==> config.mk <==
export PLATFORM = sky130hd
export DESIGN_NAME = cdb_arbiter_flat
export DESIGN_NICKNAME = d
export VERILOG_FILES = /design/src/rtl/cdb_pkg.sv /design/src/rtl/cdb_arbiter_if.sv /design/src/rtl/cdb_result_fifo.sv /design/src/rtl/cdb_arbiter.sv /design/src/flat_wrapper.sv
export SDC_FILE = /design/constraint.sdc
export NUM_CORES = 1
export LEC_CHECK = 0
export ABC_CLOCK_PERIOD_IN_PS = 4700
export CAP_MARGIN = 20
export CORE_MARGIN = 4
export CORE_UTILIZATION = 58
export DETAILED_ROUTE_END_ITERATION = 8
export PLACE_DENSITY = 0.79
export SKIP_CTS_REPAIR_TIMING = 1
export SLEW_MARGIN = 40
export SYNTH_ARGS = -nofsm -noshare
export SYNTH_HDL_FRONTEND = slang
export SYNTH_SLANG_ARGS = --single-unit
==> constraint.sdc <==
create_clock -name clk -period 4.7 [get_ports clk]
set_input_delay 1.175 -clock clk [delete_from_list [all_inputs] [get_ports clk]]
set_output_delay 1.175 -clock clk [all_outputs]
set_load 0.01 [all_outputs]
==> src/rtl/cdb_pkg.sv <==
// Shared definitions for the CDB arbiter slice: default widths, source ids and
// the CDB entry layout.
package cdb_pkg;

  localparam int unsigned CDB_TAG_W  = 4;
  localparam int unsigned CDB_DATA_W = 32;
  localparam int unsigned NSRC       = 3;

  typedef enum logic [1:0] {
    SRC_ALU1 = 2'd0,
    SRC_ALU2 = 2'd1,
    SRC_LSB  = 2'd2
  } src_e;

  typedef struct packed {
    logic [CDB_TAG_W-1:0]  rename;
    logic [CDB_DATA_W-1:0] value;
  } cdb_entry_t;

  // Round-robin successor over the three producers.
  function automatic src_e next_src(input src_e s);
    return (s == SRC_LSB) ? SRC_ALU1 : src_e'(s + 2'd1);
  endfunction

endpackage

==> src/rtl/cdb_arbiter_if.sv <==
// Producer-result / CDB-broadcast bundle of the arbiter. The slave side is the
// arbiter; the master side is the producer/consumer environment.
interface cdb_arbiter_if
  import cdb_pkg::*;
#(
  parameter int unsigned TAG_W  = CDB_TAG_W,
  parameter int unsigned DATA_W = CDB_DATA_W
);

  logic              alu1_valid;
  logic [TAG_W-1:0]  alu1_rename;
  logic [DATA_W-1:0] alu1_value;
  logic              alu2_valid;
  logic [TAG_W-1:0]  alu2_rename;
  logic [DATA_W-1:0] alu2_value;
  logic              lsb_valid;
  logic [TAG_W-1:0]  lsb_rename;
  logic [DATA_W-1:0] lsb_value;

  logic              alu1_almost_full;
  logic              alu2_almost_full;
  logic              lsb_almost_full;
  logic              cdb_flag;
  logic [TAG_W-1:0]  cdb_rename;
  logic [DATA_W-1:0] cdb_value;
  logic [1:0]        cdb_src;
  logic              overflow_err;

  modport slave (
    input  alu1_valid, alu1_rename, alu1_value,
    input  alu2_valid, alu2_rename, alu2_value,
    input  lsb_valid, lsb_rename, lsb_value,
    output alu1_almost_full, alu2_almost_full, lsb_almost_full,
    output cdb_flag, cdb_rename, cdb_value, cdb_src, overflow_err
  );

  modport master (
    output alu1_valid, alu1_rename, alu1_value,
    output alu2_valid, alu2_rename, alu2_value,
    output lsb_valid, lsb_rename, lsb_value,
    input  alu1_almost_full, alu2_almost_full, lsb_almost_full,
    input  cdb_flag, cdb_rename, cdb_value, cdb_src, overflow_err
  );

endinterface

==> src/rtl/cdb_result_fifo.sv <==
// Per-producer result FIFO. A push while full is accepted when the same cycle
// pops; flush empties it with priority over push and pop.
module cdb_result_fifo #(
  parameter int unsigned DEPTH = 4,
  parameter int unsigned WIDTH = 36
) (
  input  logic                     clk,
  input  logic                     rst,
  input  logic                     rdy,
  input  logic                     flush,
  input  logic                     push,
  input  logic [WIDTH-1:0]         push_data,
  input  logic                     pop,
  output logic [WIDTH-1:0]         head,
  output logic                     empty,
  output logic                     full,
  output logic                     almost_full,
  output logic [$clog2(DEPTH):0]   count
);

  localparam int unsigned AW = $clog2(DEPTH);

  logic [WIDTH-1:0] mem [DEPTH];
  logic [AW-1:0]    rd_ptr;
  logic [AW-1:0]    wr_ptr;
  logic             en;
  logic             do_push;
  logic             do_pop;

  assign en          = rdy && !flush;
  assign do_pop      = pop && !empty;
  assign do_push     = push && (!full || do_pop);
  assign empty       = (count == '0);
  assign full        = (count == (AW+1)'(DEPTH));
  assign almost_full = (count >= (AW+1)'(DEPTH - 1));
  assign head        = mem[rd_ptr];

  always_ff @(posedge clk or negedge rst) begin
    if (!rst) begin
      rd_ptr <= '0;
      wr_ptr <= '0;
      count  <= '0;
    end else if (rdy) begin
      if (flush) begin
        rd_ptr <= '0;
        wr_ptr <= '0;
        count  <= '0;
      end else begin
        if (do_push) wr_ptr <= wr_ptr + 1'b1;
        if (do_pop)  rd_ptr <= rd_ptr + 1'b1;
        case ({do_push, do_pop})
          2'b10:   count <= count + 1'b1;
          2'b01:   count <= count - 1'b1;
          default: ;
        endcase
      end
    end
  end

  always_ff @(posedge clk) begin
    if (en && do_push) mem[wr_ptr] <= push_data;
  end

endmodule

==> src/rtl/cdb_arbiter.sv <==
// Common-data-bus arbiter: three result FIFOs, round-robin grant of one head
// per cycle, registered CDB broadcast and a sticky overflow flag.
module cdb_arbiter
  import cdb_pkg::*;
#(
  parameter int unsigned DEPTH  = 4,
  parameter int unsigned TAG_W  = CDB_TAG_W,
  parameter int unsigned DATA_W = CDB_DATA_W
) (
  input  logic          clk,
  input  logic          rst,
  input  logic          rdy,
  input  logic          flush,
  cdb_arbiter_if.slave  bus
);

  localparam int unsigned EW = TAG_W + DATA_W;
  localparam int unsigned CW = $clog2(DEPTH) + 1;

  logic [NSRC-1:0] push;
  logic [NSRC-1:0] pop;
  logic [NSRC-1:0] empty;
  logic [NSRC-1:0] full;
  logic [NSRC-1:0] afull;
  logic [NSRC-1:0] drop;
  logic [EW-1:0]   push_data [NSRC];
  logic [EW-1:0]   head      [NSRC];
  logic [CW-1:0]   cnt       [NSRC];

  src_e              rr_ptr;
  src_e              grant;
  logic              grant_valid;
  logic [2:0]        sum;
  logic [1:0]        sel;

  logic              cdb_flag_q;
  logic [TAG_W-1:0]  cdb_rename_q;
  logic [DATA_W-1:0] cdb_value_q;
  src_e              cdb_src_q;
  logic              overflow_q;

  assign push         = {bus.lsb_valid, bus.alu2_valid, bus.alu1_valid};
  assign push_data[0] = {bus.alu1_rename, bus.alu1_value};
  assign push_data[1] = {bus.alu2_rename, bus.alu2_value};
  assign push_data[2] = {bus.lsb_rename, bus.lsb_value};

  for (genvar i = 0; i < NSRC; i++) begin : g_fifo
    cdb_result_fifo #(
      .DEPTH (DEPTH),
      .WIDTH (EW)
    ) u_fifo (
      .clk         (clk),
      .rst         (rst),
      .rdy         (rdy),
      .flush       (flush),
      .push        (push[i]),
      .push_data   (push_data[i]),
      .pop         (pop[i]),
      .head        (head[i]),
      .empty       (empty[i]),
      .full        (full[i]),
      .almost_full (afull[i]),
      .count       (cnt[i])
    );

    always_ff @(posedge clk) begin
      if (rst) assert (empty[i] == (cnt[i] == '0));
    end
  end

  // Search order starts at rr_ptr and wraps modulo three.
  always_comb begin
    grant_valid = 1'b0;
    grant       = SRC_ALU1;
    sum         = '0;
    sel         = '0;
    for (int unsigned k = 0; k < NSRC; k++) begin
      sum = {1'b0, rr_ptr} + 3'(k);
      if (sum >= 3'(NSRC)) sum = sum - 3'(NSRC);
      sel = sum[1:0];
      if (!grant_valid && !empty[sel]) begin
        grant_valid = 1'b1;
        grant       = src_e'(sel);
      end
    end
  end

  assign pop  = grant_valid ? (3'b001 << grant) : '0;
  assign drop = push & full & ~pop;

  always_ff @(posedge clk or negedge rst) begin
    if (!rst) begin
      rr_ptr       <= SRC_ALU1;
      cdb_flag_q   <= 1'b0;
      cdb_rename_q <= '0;
      cdb_value_q  <= '0;
      cdb_src_q    <= SRC_ALU1;
      overflow_q   <= 1'b0;
    end else if (rdy) begin
      if (flush) begin
        rr_ptr     <= SRC_ALU1;
        cdb_flag_q <= 1'b0;
      end else begin
        if (|drop) overflow_q <= 1'b1;
        if (grant_valid) begin
          cdb_flag_q                  <= 1'b1;
          {cdb_rename_q, cdb_value_q} <= head[grant];
          cdb_src_q                   <= grant;
          rr_ptr                      <= next_src(grant);
        end else begin
          cdb_flag_q <= 1'b0;
        end
      end
    end
  end

  assign bus.cdb_flag         = cdb_flag_q;
  assign bus.cdb_rename       = cdb_rename_q;
  assign bus.cdb_value        = cdb_value_q;
  assign bus.cdb_src          = cdb_src_q;
  assign bus.overflow_err     = overflow_q;
  assign bus.alu1_almost_full = afull[0];
  assign bus.alu2_almost_full = afull[1];
  assign bus.lsb_almost_full  = afull[2];

endmodule

==> src/flat_wrapper.sv <==
// flat-port wrapper written by rule: the top's interface ports become plain ports
module cdb_arbiter_flat import cdb_pkg::*;
#(
  parameter int unsigned DEPTH  = 4,
  parameter int unsigned TAG_W  = CDB_TAG_W,
  parameter int unsigned DATA_W = CDB_DATA_W
)
  (clk, rst, rdy, flush, bus_alu1_valid, bus_alu1_rename, bus_alu1_value, bus_alu2_valid, bus_alu2_rename, bus_alu2_value, bus_lsb_valid, bus_lsb_rename, bus_lsb_value, bus_alu1_almost_full, bus_alu2_almost_full, bus_lsb_almost_full, bus_cdb_flag, bus_cdb_rename, bus_cdb_value, bus_cdb_src, bus_overflow_err);
  cdb_arbiter_if #(.TAG_W(TAG_W), .DATA_W(DATA_W)) bus_i ();
  input  logic clk;
  input  logic rst;
  input  logic rdy;
  input  logic flush;
  input wire logic [$bits(bus_i.alu1_valid)-1:0] bus_alu1_valid;
  input wire logic [$bits(bus_i.alu1_rename)-1:0] bus_alu1_rename;
  input wire logic [$bits(bus_i.alu1_value)-1:0] bus_alu1_value;
  input wire logic [$bits(bus_i.alu2_valid)-1:0] bus_alu2_valid;
  input wire logic [$bits(bus_i.alu2_rename)-1:0] bus_alu2_rename;
  input wire logic [$bits(bus_i.alu2_value)-1:0] bus_alu2_value;
  input wire logic [$bits(bus_i.lsb_valid)-1:0] bus_lsb_valid;
  input wire logic [$bits(bus_i.lsb_rename)-1:0] bus_lsb_rename;
  input wire logic [$bits(bus_i.lsb_value)-1:0] bus_lsb_value;
  output wire logic [$bits(bus_i.alu1_almost_full)-1:0] bus_alu1_almost_full;
  output wire logic [$bits(bus_i.alu2_almost_full)-1:0] bus_alu2_almost_full;
  output wire logic [$bits(bus_i.lsb_almost_full)-1:0] bus_lsb_almost_full;
  output wire logic [$bits(bus_i.cdb_flag)-1:0] bus_cdb_flag;
  output wire logic [$bits(bus_i.cdb_rename)-1:0] bus_cdb_rename;
  output wire logic [$bits(bus_i.cdb_value)-1:0] bus_cdb_value;
  output wire logic [$bits(bus_i.cdb_src)-1:0] bus_cdb_src;
  output wire logic [$bits(bus_i.overflow_err)-1:0] bus_overflow_err;
  assign bus_i.alu1_valid = bus_alu1_valid;
  assign bus_i.alu1_rename = bus_alu1_rename;
  assign bus_i.alu1_value = bus_alu1_value;
  assign bus_i.alu2_valid = bus_alu2_valid;
  assign bus_i.alu2_rename = bus_alu2_rename;
  assign bus_i.alu2_value = bus_alu2_value;
  assign bus_i.lsb_valid = bus_lsb_valid;
  assign bus_i.lsb_rename = bus_lsb_rename;
  assign bus_i.lsb_value = bus_lsb_value;
  assign bus_alu1_almost_full = bus_i.alu1_almost_full;
  assign bus_alu2_almost_full = bus_i.alu2_almost_full;
  assign bus_lsb_almost_full = bus_i.lsb_almost_full;
  assign bus_cdb_flag = bus_i.cdb_flag;
  assign bus_cdb_rename = bus_i.cdb_rename;
  assign bus_cdb_value = bus_i.cdb_value;
  assign bus_cdb_src = bus_i.cdb_src;
  assign bus_overflow_err = bus_i.overflow_err;
  cdb_arbiter #(.DEPTH(DEPTH), .TAG_W(TAG_W), .DATA_W(DATA_W)) u_core (.clk(clk), .rst(rst), .rdy(rdy), .flush(flush), .bus(bus_i));
endmodule
-- Yosys cells after proc, flatten, opt, wreduce, memory -nomap -nowiden
Memories as Yosys holds them, arrays and structs flattened.
Cells that the tools add are included.
- register bits: 63
- RAM bits: 432
- bits of input ports: 115
- output and inout port bits: 43
- logic and storage cells: 161
- memories kept: 3
- add/sub/neg operators: 18
- magnitude comparators: 10
- eq/ne operators: 10
- shift operators: 1
- mux-type cells: 48
- bitwise operators: 5
- reductions and logical operators: 51
- memories (memory ; depth ; width ; read ports ; clocked after Yosys merged registers in ; wr ports ; line ; text):
    u_core.g_fifo[0].u_fifo.mem ; 4 ; 36 ; 1 ; 0 ; 1 ; cdb_result_fifo.sv:23 ; logic [WIDTH-1:0] mem [DEPTH];
    u_core.g_fifo[1].u_fifo.mem ; 4 ; 36 ; 1 ; 0 ; 1 ; cdb_result_fifo.sv:23 ;
    u_core.g_fifo[2].u_fifo.mem ; 4 ; 36 ; 1 ; 0 ; 1 ; cdb_result_fifo.sv:23 ;
- operators with widths (operator ; count):
    $bmux 36 s2 ; 1
    $mux 36 ; 2
    $mux 2 ; 21
    $reduce_and 2->1 ; 10
    $pmux 3 s2 ; 3
    $ge 3x2->1 const B ; 5
    $add 2x1->2 const B ; 7
    $mux 1 ; 14
    $reduce_bool 2->1 ; 7
    $logic_and 1x1->1 ; 12
    $mux 3 ; 4
    $logic_not 1->1 ; 10
    $add 3x1->3 const B ; 3
    $eq 3x3->1 const B ; 3
    $logic_not 3->1 ; 3
    $lt 2x3->1 const B ; 3
    $reduce_bool 3->1 ; 3
    $sub 3x1->3 const B ; 3
    $eq 2x2->1 const B ; 4
    $and 3x3->3 ; 2
    $bmux 1 s2 ; 3
    $eq 2x1->1 const B ; 3
    $reduce_and 3->1 ; 2
    $sub 2x2->2 const B ; 3
    10 further kinds ; 12

-- Logic depth before layout (Yosys ltp)
Gate-level depths: netlist (run 1).
- word-level depth: 19
- mapped depth: 13
- mapped depth without buffers: 12

-- Cells and area by module
A second synthesis (run 1) with hierarchy kept.
- cell total of the unflattened synthesis: 1013
- area total of the unflattened synthesis: 19715.2 um2
- by module, submodules not included (module ; times used ; cells each ; area each (um2) ; sequential area each (um2)):
    cdb_result_fifo (u_core.g_fifo[1].u_fifo) ; 1 ; 254 ; 5773.0 ; 4499.3
    cdb_result_fifo (u_core.g_fifo[2].u_fifo) ; 1 ; 252 ; 5745.5 ; 4499.3
    cdb_result_fifo (u_core.g_fifo[0].u_fifo) ; 1 ; 250 ; 5741.8 ; 4499.3
    cdb_arbiter ; 1 ; 257 ; 2454.9 ; 1051.0

-- Least setup slack after synthesis (run 1)
Ideal clock, no wire load.
- path kind: in2reg
- start: input flush
- end: memory u_core.g_fifo[0].u_fifo.mem[0][0] (enable)
- library setup time: 0.397 ns
- arrival time: 2.965 ns
- data required time: 4.303 ns
- setup slack: 1.339 ns
- stages: 5
- path buffers: 3
- cells stage by stage: clkbuf_1 nor2_1 clkbuf_1 clkbuf_1 and3_1
- word-level cells in the longest chain between the ends: 5
- ends and longest elaborated chain (what ; line ; text):
    start, declared ; flat_wrapper.sv:13 ; input logic flush;
    $logic_not 1->1 ; cdb_result_fifo.sv:30 ; assign en = rdy && !flush;
    $logic_and 1x1->1 ; cdb_result_fifo.sv:30 ;
    $logic_and 1x1->1 ; cdb_result_fifo.sv:61 ; if (en && do_push) mem[wr_ptr] <= push_data;
    $mux 1 ; cdb_result_fifo.sv:61 ;
    $mux 1 (not written as such) ; cdb_result_fifo.sv:61 ;
    end, declared ; cdb_result_fifo.sv:23 ;
No other way between the ends.

-- Final worst setup path (run 1)
- start: register u_core.rr_ptr[0]
- end: register u_core.g_fifo[2].u_fifo.count[2]
- word-level cells in the longest chain between the ends: 19
- elaborated cells on any way between the ends: 39
- those cells by class: 5 x add/sub; 3 x order compare; 2 x eq/ne; 1 x shift; 18 x mux; 10 x reduce/logical
- ends and longest elaborated chain (what ; line ; text):
    start, declared ; cdb_arbiter.sv:30 ; src_e rr_ptr;
    start signal, assigned ; cdb_arbiter.sv:109 ; rr_ptr <= next_src(grant);
    $add 2x1->3 ; cdb_arbiter.sv:78 ; sum = {1'b0, rr_ptr} + 3'(k);
    $ge 3x2->1 / $sub 2x2->2 (equally long branches) ; cdb_arbiter.sv:79 ; if (sum >= 3'(NSRC)) sum = sum - 3'(NSRC);
    $mux 2 ; cdb_arbiter.sv:79 ;
    $bmux 1 s2 ; cdb_arbiter.sv:81 ; if (!grant_valid && !empty[sel]) begin
    $mux 1 (not written as such) ; cdb_arbiter.sv:81 ;
    $logic_not 1->1 ; cdb_arbiter.sv:81 ;
    $logic_and 1x1->1 ; cdb_arbiter.sv:81 ;
    $mux 1 ; cdb_arbiter.sv:81 ;
    [3 not listed] ; n/a ;
    $shl 1x2->3 ; cdb_arbiter.sv:88 ; assign pop = grant_valid ? (3'b001 << grant) : '0;
    $mux 3 * ; cdb_arbiter.sv:88 ;
    $logic_and 1x1->1 * ; cdb_result_fifo.sv:31 ; assign do_pop = pop && !empty;
    $logic_or 1x1->1 ; cdb_result_fifo.sv:32 ; assign do_push = push && (!full || do_pop);
    $logic_and 1x1->1 ; cdb_result_fifo.sv:32 ;
    $eq 2x1->1 / $eq 2x2->1 (equally long branches) ; cdb_result_fifo.sv:51 ; case ({do_push, do_pop})
    $pmux 3 s2 / $reduce_bool 3->1 (equally long branches) ; n/a ;
    $mux 3 / $reduce_and 2->1 (equally long branches) ; n/a ;
    end signal, assigned ; cdb_result_fifo.sv:52 ; 2'b10: count <= count + 1'b1;
    end signal, assigned ; cdb_result_fifo.sv:53 ; 2'b01: count <= count - 1'b1;
    end, declared ; cdb_result_fifo.sv:18 ; output logic [$clog2(DEPTH):0] count
Mark *: on every way between the ends. The rest lies on a longest branch, timed or not. The select of a mux whose other input is x is not followed.
A chain may end at the register's enable or synchronous reset.

==> results.md, run 1 <==
- Data required, critical path: 5130 ps
- I/O pins: 158
- Worst skew pair latency: 560 ps
- Top_reg_cell synth: edfxtp_1
- Post-Route Utilization: 69.4%
- Die area: 0.0367 mm²
- Final RePlAce weighted congestion: 0.934
- Initial antenna violation count: 1
- FF-to-FF Start: u_core.rr_ptr[0]
- CTS root buffer: clkbuf_16
- 1st-pass router iterations: 6
- Top Metal Used: met4
- Met3 wire length: 3310 µm
- Final period util: 78.8%
- Cell family with most CP delay: simple AND/OR/NAND/NOR gates
- RSZ-0062 raised after global routing: false
- Leak: 7.74 nW
- Slowest cell on crit path: nor4_1
- Final Setup Violations: 0
- Core box area: 0.0334 mm²
- EDFF count, synth: 432
- MaxCap Viol Count: 0
- GRT Total Usage: 23.6%
- R2R depth: 13
- Row cnt: 67
- CP Cell Sequence: inv_1 -> ha_1 -> nor4_1 -> nand3_1 -> a221oi_4 -> buf_4 -> nand2b_1 -> inv_1 -> fa_1 -> nand2_1 -> or3_1 -> o2111ai_1 -> nand2_1
- Vias in the first global route: 10722
- Seq cells post-synth: 495
- Die W: 192 µm
- Worst-path fanout max: 47
- Worst path buffer plus inverter count: 3
- Yosys top cell by area: edfxtp_1
- # fillers: 2040
- Count leader, synth: edfxtp_1
- DRT Wirelength: 42500 µm
- Outcome: finished clean
- Slew @ Worst Pin: 768 ps
- Clock sinks: 495
- Metal2 WL: 21300 µm
- Final Skew: 12.0 ps
- Final slew viol count: 0
- Post-synth top area share: 66.3%
- CP peak stage delay: 580 ps
- Synth area leaders: edfxtp_1, mux4_2, dfrtp_1, nand2_1, mux2i_1
- R2r setup slk: 1000 ps
- DIE HEIGHT: 192 µm
- Clk buf depth: 3
- Layout cell share with drive strength beyond 1: 18.0%
- Pin count of the biggest net entering global routing: 78
- Routed len/inst: 25.3 µm
- DRT iter0 DRCs: 1173
- Via count: 10410
- Hold Crit Class: reg2reg
- Hold Path Depth: 2
- CTS buffer count: 48
- Slew HR: 48.8%
- Pwr/cell area: 550 mW/mm²
- Area of the mapped netlist: 0.0196 mm²
- Grt total ovfl: 0
- Fraction of registers with async set/reset: 12.7%
- Starting density of the core: 58.5%
- Area growth from synthesis to layout: 18.6%
- DP HPWL: 27400 µm
- Crit. End Element: flop
- Peak supply drop: 0.346 mV
- Ys Warns: 0
- WHS Endpoint: u_core.bus.cdb_rename[2]
- Mean post-synth cell area: 19.3 µm²
- Drt via density: 6.20
- Metal-1 WL: 16400 µm
- Syn Nets: 1148
- Fin crit period: 3700 ps
- IO buf count: 157
- Setup crit start kind: flop
- Reg2reg end: u_core.g_fifo[2].u_fifo.count[2]
- Post-Syn Instances: 1016
- Commonest cells post-synth: edfxtp_1, mux4_2, nand2_1
- Setup tns final: 0 ps
- Hold Fails Final Rpt: 0
- Fin nets: 1326
- Fmax: 270 MHz
- CP Data Arrival Time: 4140 ps
- H-Tree Depth: 2
- Drt drc: 0
- Worst-path clk slew: 60 ps
- Distinct cells, synth: 62
- Hold_sp: u_core.bus.cdb_rename[2]
- Final antenna-violating net count: 0
- Crit Path Class: reg2reg
- Register area share after synthesis: 74.3%
- Wire length of the first global-routing pass: 64500 µm
- CTS tree: done
## state kept, by name (all words and copies together) (netlist names)
name	cells
u_core.bus.cdb_value	32
u_core.g_fifo.u_fifo.rd_ptr	6
u_core.rr_ptr	2
u_core.bus.overflow_err	1
u_core.bus.cdb_src	2
u_core.g_fifo.u_fifo.wr_ptr	6
u_core.bus.cdb_rename	4
u_core.g_fifo.u_fifo.count	9
u_core.bus.cdb_flag	1
u_core.g_fifo.u_fifo.mem	432
## per-stage QoR
step / setup slack (ps) / cell area [µm²] / hold slack (ps) / total power [mW] / std cells
5_1_grt: 653 / 23200 / 507 / 13.4 / 1680
6_report: 996 / 23200 / 488 / 12.8 / 1680
2_1_floorplan: 1340 / 19600 / 472 / 7.99 / 1016
4_1_cts: 1030 / 23200 / 492 / 12.9 / 1679
3_5_place_dp: 942 / 21800 / 474 / 9.34 / 1592
3_3_place_gp: 1020 / 21800 / 467 / 9.27 / 1592
## logic make-up (layout without fill, tap and decap cells)
family,after synthesis,in the layout,synth area share (%)
multiplexers,147,147,14.4
buffers and inverters,74,289,1.69
AO/OA/AOI/OAI,112,112,4.38
flip-flops,495,495,74.3
other,0,1,0
adder cells (fa/ha/maj),17,17,1.20
AND/OR/NAND/NOR,170,170,3.91
XOR/XNOR,1,1,0.0448
## cell usage in the layout (no fill, tap or decap), drive strengths merged, types with 3 or more instances in the layout
| master | n |
|---|---|
| mux2i | 38 |
| nand2 | 104 |
| and2 | 6 |
| a31oi | 3 |
| clkdlybuf4s50 | 156 |
| a211oi | 3 |
| clkbuf | 72 |
| nor4 | 7 |
| a21oi | 14 |
| inv | 17 |
| buf | 29 |
| dfrtp | 63 |
| nor2 | 16 |
| o221ai | 36 |
| o22ai | 5 |
| a221oi | 3 |
| clkinv | 14 |
| and3 | 10 |
| edfxtp | 432 |
| ha | 14 |
| mux4 | 108 |
| o21ai | 22 |
| fa | 3 |
| nor3 | 6 |
| nand3 | 11 |
| or3 | 3 |
## layout make-up
class | instances | area, µm² | area share, %
flip-flops and latches | 495 | 14600 | 62.7
multi-input cells | 447 | 4720 | 20.3
repair buffers | 185 | 1880 | 8.10
clock buffers | 72 | 1320 | 5.69
well taps | 448 | 561 | 2.42
clock inverters | 15 | 100 | 0.431
inverters | 17 | 63.8 | 0.275
diodes | 1 | 2.50 | 0.0108
## routing by layer
metal / vias up / track usage, %
met3: 83 / 4.34
met4: 0 / 8.65
met2: 518 / 38.2
met1: 5326 / 32.8
li1: 4483 / -
met5: - / 0
## tightest hold or removal path: stages (launching register included)
cell and delay [ps]:
dfrtp_1 340, nand2_1 50, o221ai_1 60
## worst max path at each step
stage,startpoint,end,cells after the start
5_1_grt,u_core.rr_ptr[0],u_core.g_fifo[2].u_fifo.count[2],13
6_report,u_core.rr_ptr[0],u_core.g_fifo[2].u_fifo.count[2],13
2_1_floorplan,flush,u_core.g_fifo[0].u_fifo.mem[0][0],5
4_1_cts,u_core.rr_ptr[0],u_core.g_fifo[2].u_fifo.count[2],13
3_5_place_dp,flush,u_core.g_fifo[0].u_fifo.mem[0][16],5
3_3_place_gp,flush,u_core.g_fifo[0].u_fifo.mem[0][16],5
## report_power, final
group	switching [mW]	internal, mW	total (mW)
Combinational	1.95	1.70	3.65
Sequential	0.447	5.17	5.62
Clock	1.55	1.95	3.50
Total	3.94	8.82	12.8
Note: power is estimated with default switching activity, not from simulation.
==> run 2, diff against run 1 <==
--- a/config.mk
+++ b/config.mk
@@ -5,12 +5,12 @@
 export SDC_FILE = /design/constraint.sdc
 export NUM_CORES = 1
 export LEC_CHECK = 0
-export ABC_CLOCK_PERIOD_IN_PS = 4700
+export ABC_CLOCK_PERIOD_IN_PS = 3100
 export CAP_MARGIN = 20
 export CORE_MARGIN = 4
-export CORE_UTILIZATION = 58
+export CORE_UTILIZATION = 52
 export DETAILED_ROUTE_END_ITERATION = 8
-export PLACE_DENSITY = 0.79
+export PLACE_DENSITY = 0.74
 export SKIP_CTS_REPAIR_TIMING = 1
 export SLEW_MARGIN = 40
 export SYNTH_ARGS = -nofsm -noshare
==> constraint.sdc (replaced) <==
create_clock -name clk -period 3.1 [get_ports clk]
set_input_delay 0.775 -clock clk [delete_from_list [all_inputs] [get_ports clk]]
set_output_delay 0.775 -clock clk [all_outputs]
set_load 0.01 [all_outputs]
==> results.md, run 2 (same netlist as run 1, synthesis figures left out) <==
- CTS buffer count: 50
- MaxCap Viol Count: 0
- Layout Cell Area excl Fill: 0.0238 mm²
- Fin nets: 1353
- Fmax: 347 MHz
- Met2 global-route usage: 35.1%
- Leak: 8.03 nW
- DIE HEIGHT: 202 µm
- Initial antenna violation count: 3
- Pwr/cell area: 849 mW/mm²
- 1st-pass router iterations: 5
- Met1 GRT Util: 28.8%
- Row cnt: 70
- Via count: 10316
- Wire length of the first global-routing pass: 65600 µm
- CP Data Arrival Time: 3330 ps
- Setup crit start kind: flop
- Die area: 0.0408 mm²
- Core box area: 0.0369 mm²
- Layout cell share with drive strength beyond 1: 21.0%
- # fillers: 2485
- Crit Path Class: reg2reg
- RSZ-0062 raised after global routing: false
- Final antenna-violating net count: 0
- DRT Wirelength: 43100 µm
- Clk buf depth: 3
- I/O pins: 158
- Starting density of the core: 53.1%
- Most common cell after layout, fill and taps aside: edfxtp_1
- M3 GR Usage: 5.25%
- GRT Total Usage: 21.3%
- CTS root buffer: clkbuf_16
- Worst-path clk slew: 60 ps
- Routed len/inst: 24.4 µm
- Drt via density: 5.85
- Crit. End Element: flop
- Hold Crit Class: in2async
- IO buf count: 157
- Final Skew: 24.0 ps
- Slew HR: 54.5%
- H-Tree Depth: 2
- Final slew viol count: 0
- Final period util: 93.1%
- Outcome: finished clean
- Area growth from synthesis to layout: 21.8%
- Most frequent cells in the layout: edfxtp_1, clkdlybuf4s50_1, mux4_2
- Final RePlAce weighted congestion: 0.884
- Hold Fails Final Rpt: 0
- CTS tree: done
- DP HPWL: 28200 µm
- Fin Hold WS: 198 ps
- Data required, critical path: 3540 ps
- Slew @ Worst Pin: 683 ps
- Most Crowded Layer GR: met2
- Worst skew pair latency: 590 ps
- Pin count of the biggest net entering global routing: 55
- Setup tns final: 0 ps
- Grt total ovfl: 0
- Fin crit period: 2880 ps
- Clock sinks: 495
- Post-place instance area: 0.0222 mm²
- Vias in the first global route: 10768
- Antenna diodes: 0
- Number of flip-flops under the largest register name: 432
- Final Setup Violations: 0
- Die W: 202 µm
- Worst-path fanout max: 4
- Most flops, register: u_core.g_fifo.u_fifo.mem
- Drt drc: 0
- Peak supply drop: 0.556 mV
- DRT iter0 DRCs: 814
- Post-Route Utilization: 64.7%
==> run 2: final cells by class <==
class / count / area [µm²] / share of cell area, %
clock inverter: 20 / 225 / 0.945
sequential: 495 / 14600 / 61.0
timing repair buffer: 210 / 2260 / 9.50
inverter: 17 / 63.8 / 0.268
clock buffer: 70 / 1380 / 5.77
multi-input combinational: 447 / 4730 / 19.8
tap: 504 / 631 / 2.64
==> run 2: metrics by stage <==
step / std cells / setup WS [ps] / power, mW
2_1_floorplan: 1016 / 118 / 12.1
3_3_place_gp: 1673 / 261 / 14.4
3_5_place_dp: 1673 / 199 / 14.6
4_1_cts: 1763 / 181 / 20.4
5_1_grt: 1763 / 15.4 / 21.2
6_report: 1763 / 215 / 20.2
==> run 2: power breakdown <==
part / switching, mW / internal (mW)
Sequential: 0.554 / 7.84
Combinational: 3.16 / 2.84
Clock: 2.41 / 3.43
Total: 6.12 / 14.1
==> run 2: path summary, 6_finish.rpt <==
path,start,to,slack (ps),cells after the start
setup / recovery,u_core.rr_ptr[0],u_core.g_fifo[2].u_fifo.count[2],220,13
hold / removal,rst,u_core.bus.cdb_flag,200,1
setup reg to reg,u_core.rr_ptr[0],u_core.g_fifo[2].u_fifo.count[2],220,13
hold reg to reg,u_core.bus.cdb_src[0],u_core.bus.cdb_src[0],480,2
max in group asynchronous,rst,u_core.g_fifo[2].u_fifo.rd_ptr[0],2270,2
min in group clk,u_core.bus.cdb_src[0],u_core.bus.cdb_src[0],480,2
==> run 2: critical path, cell delays in order, from the launching register on <==
cell	delay, ps
dfrtp_1	370
inv_1	50
ha_1	300
nor4_1	280
buf_4	180
nand3_1	140
a221oi_4	370
nand2b_1	160
inv_1	90
fa_1	210
nand2_1	80
or3_1	330
o2111ai_1	120
nand2_1	80
==> run 2: layer usage <==
layer | vias up | wire, µm
met5 | - | 38
met4 | 6 | 918
met1 | 5295 | 17100
met3 | 72 | 3400
met2 | 393 | 21700
li1 | 4550 | -
==> run 3, diff against run 2 <==
--- a/config.mk
+++ b/config.mk
@@ -6,7 +6,6 @@
 export NUM_CORES = 1
 export LEC_CHECK = 0
 export ABC_CLOCK_PERIOD_IN_PS = 3100
-export CAP_MARGIN = 20
 export CORE_MARGIN = 4
 export CORE_UTILIZATION = 52
 export DETAILED_ROUTE_END_ITERATION = 8
==> results of run 3 <==
No change in the layout: final DEF, timing and power equal those of run 2.
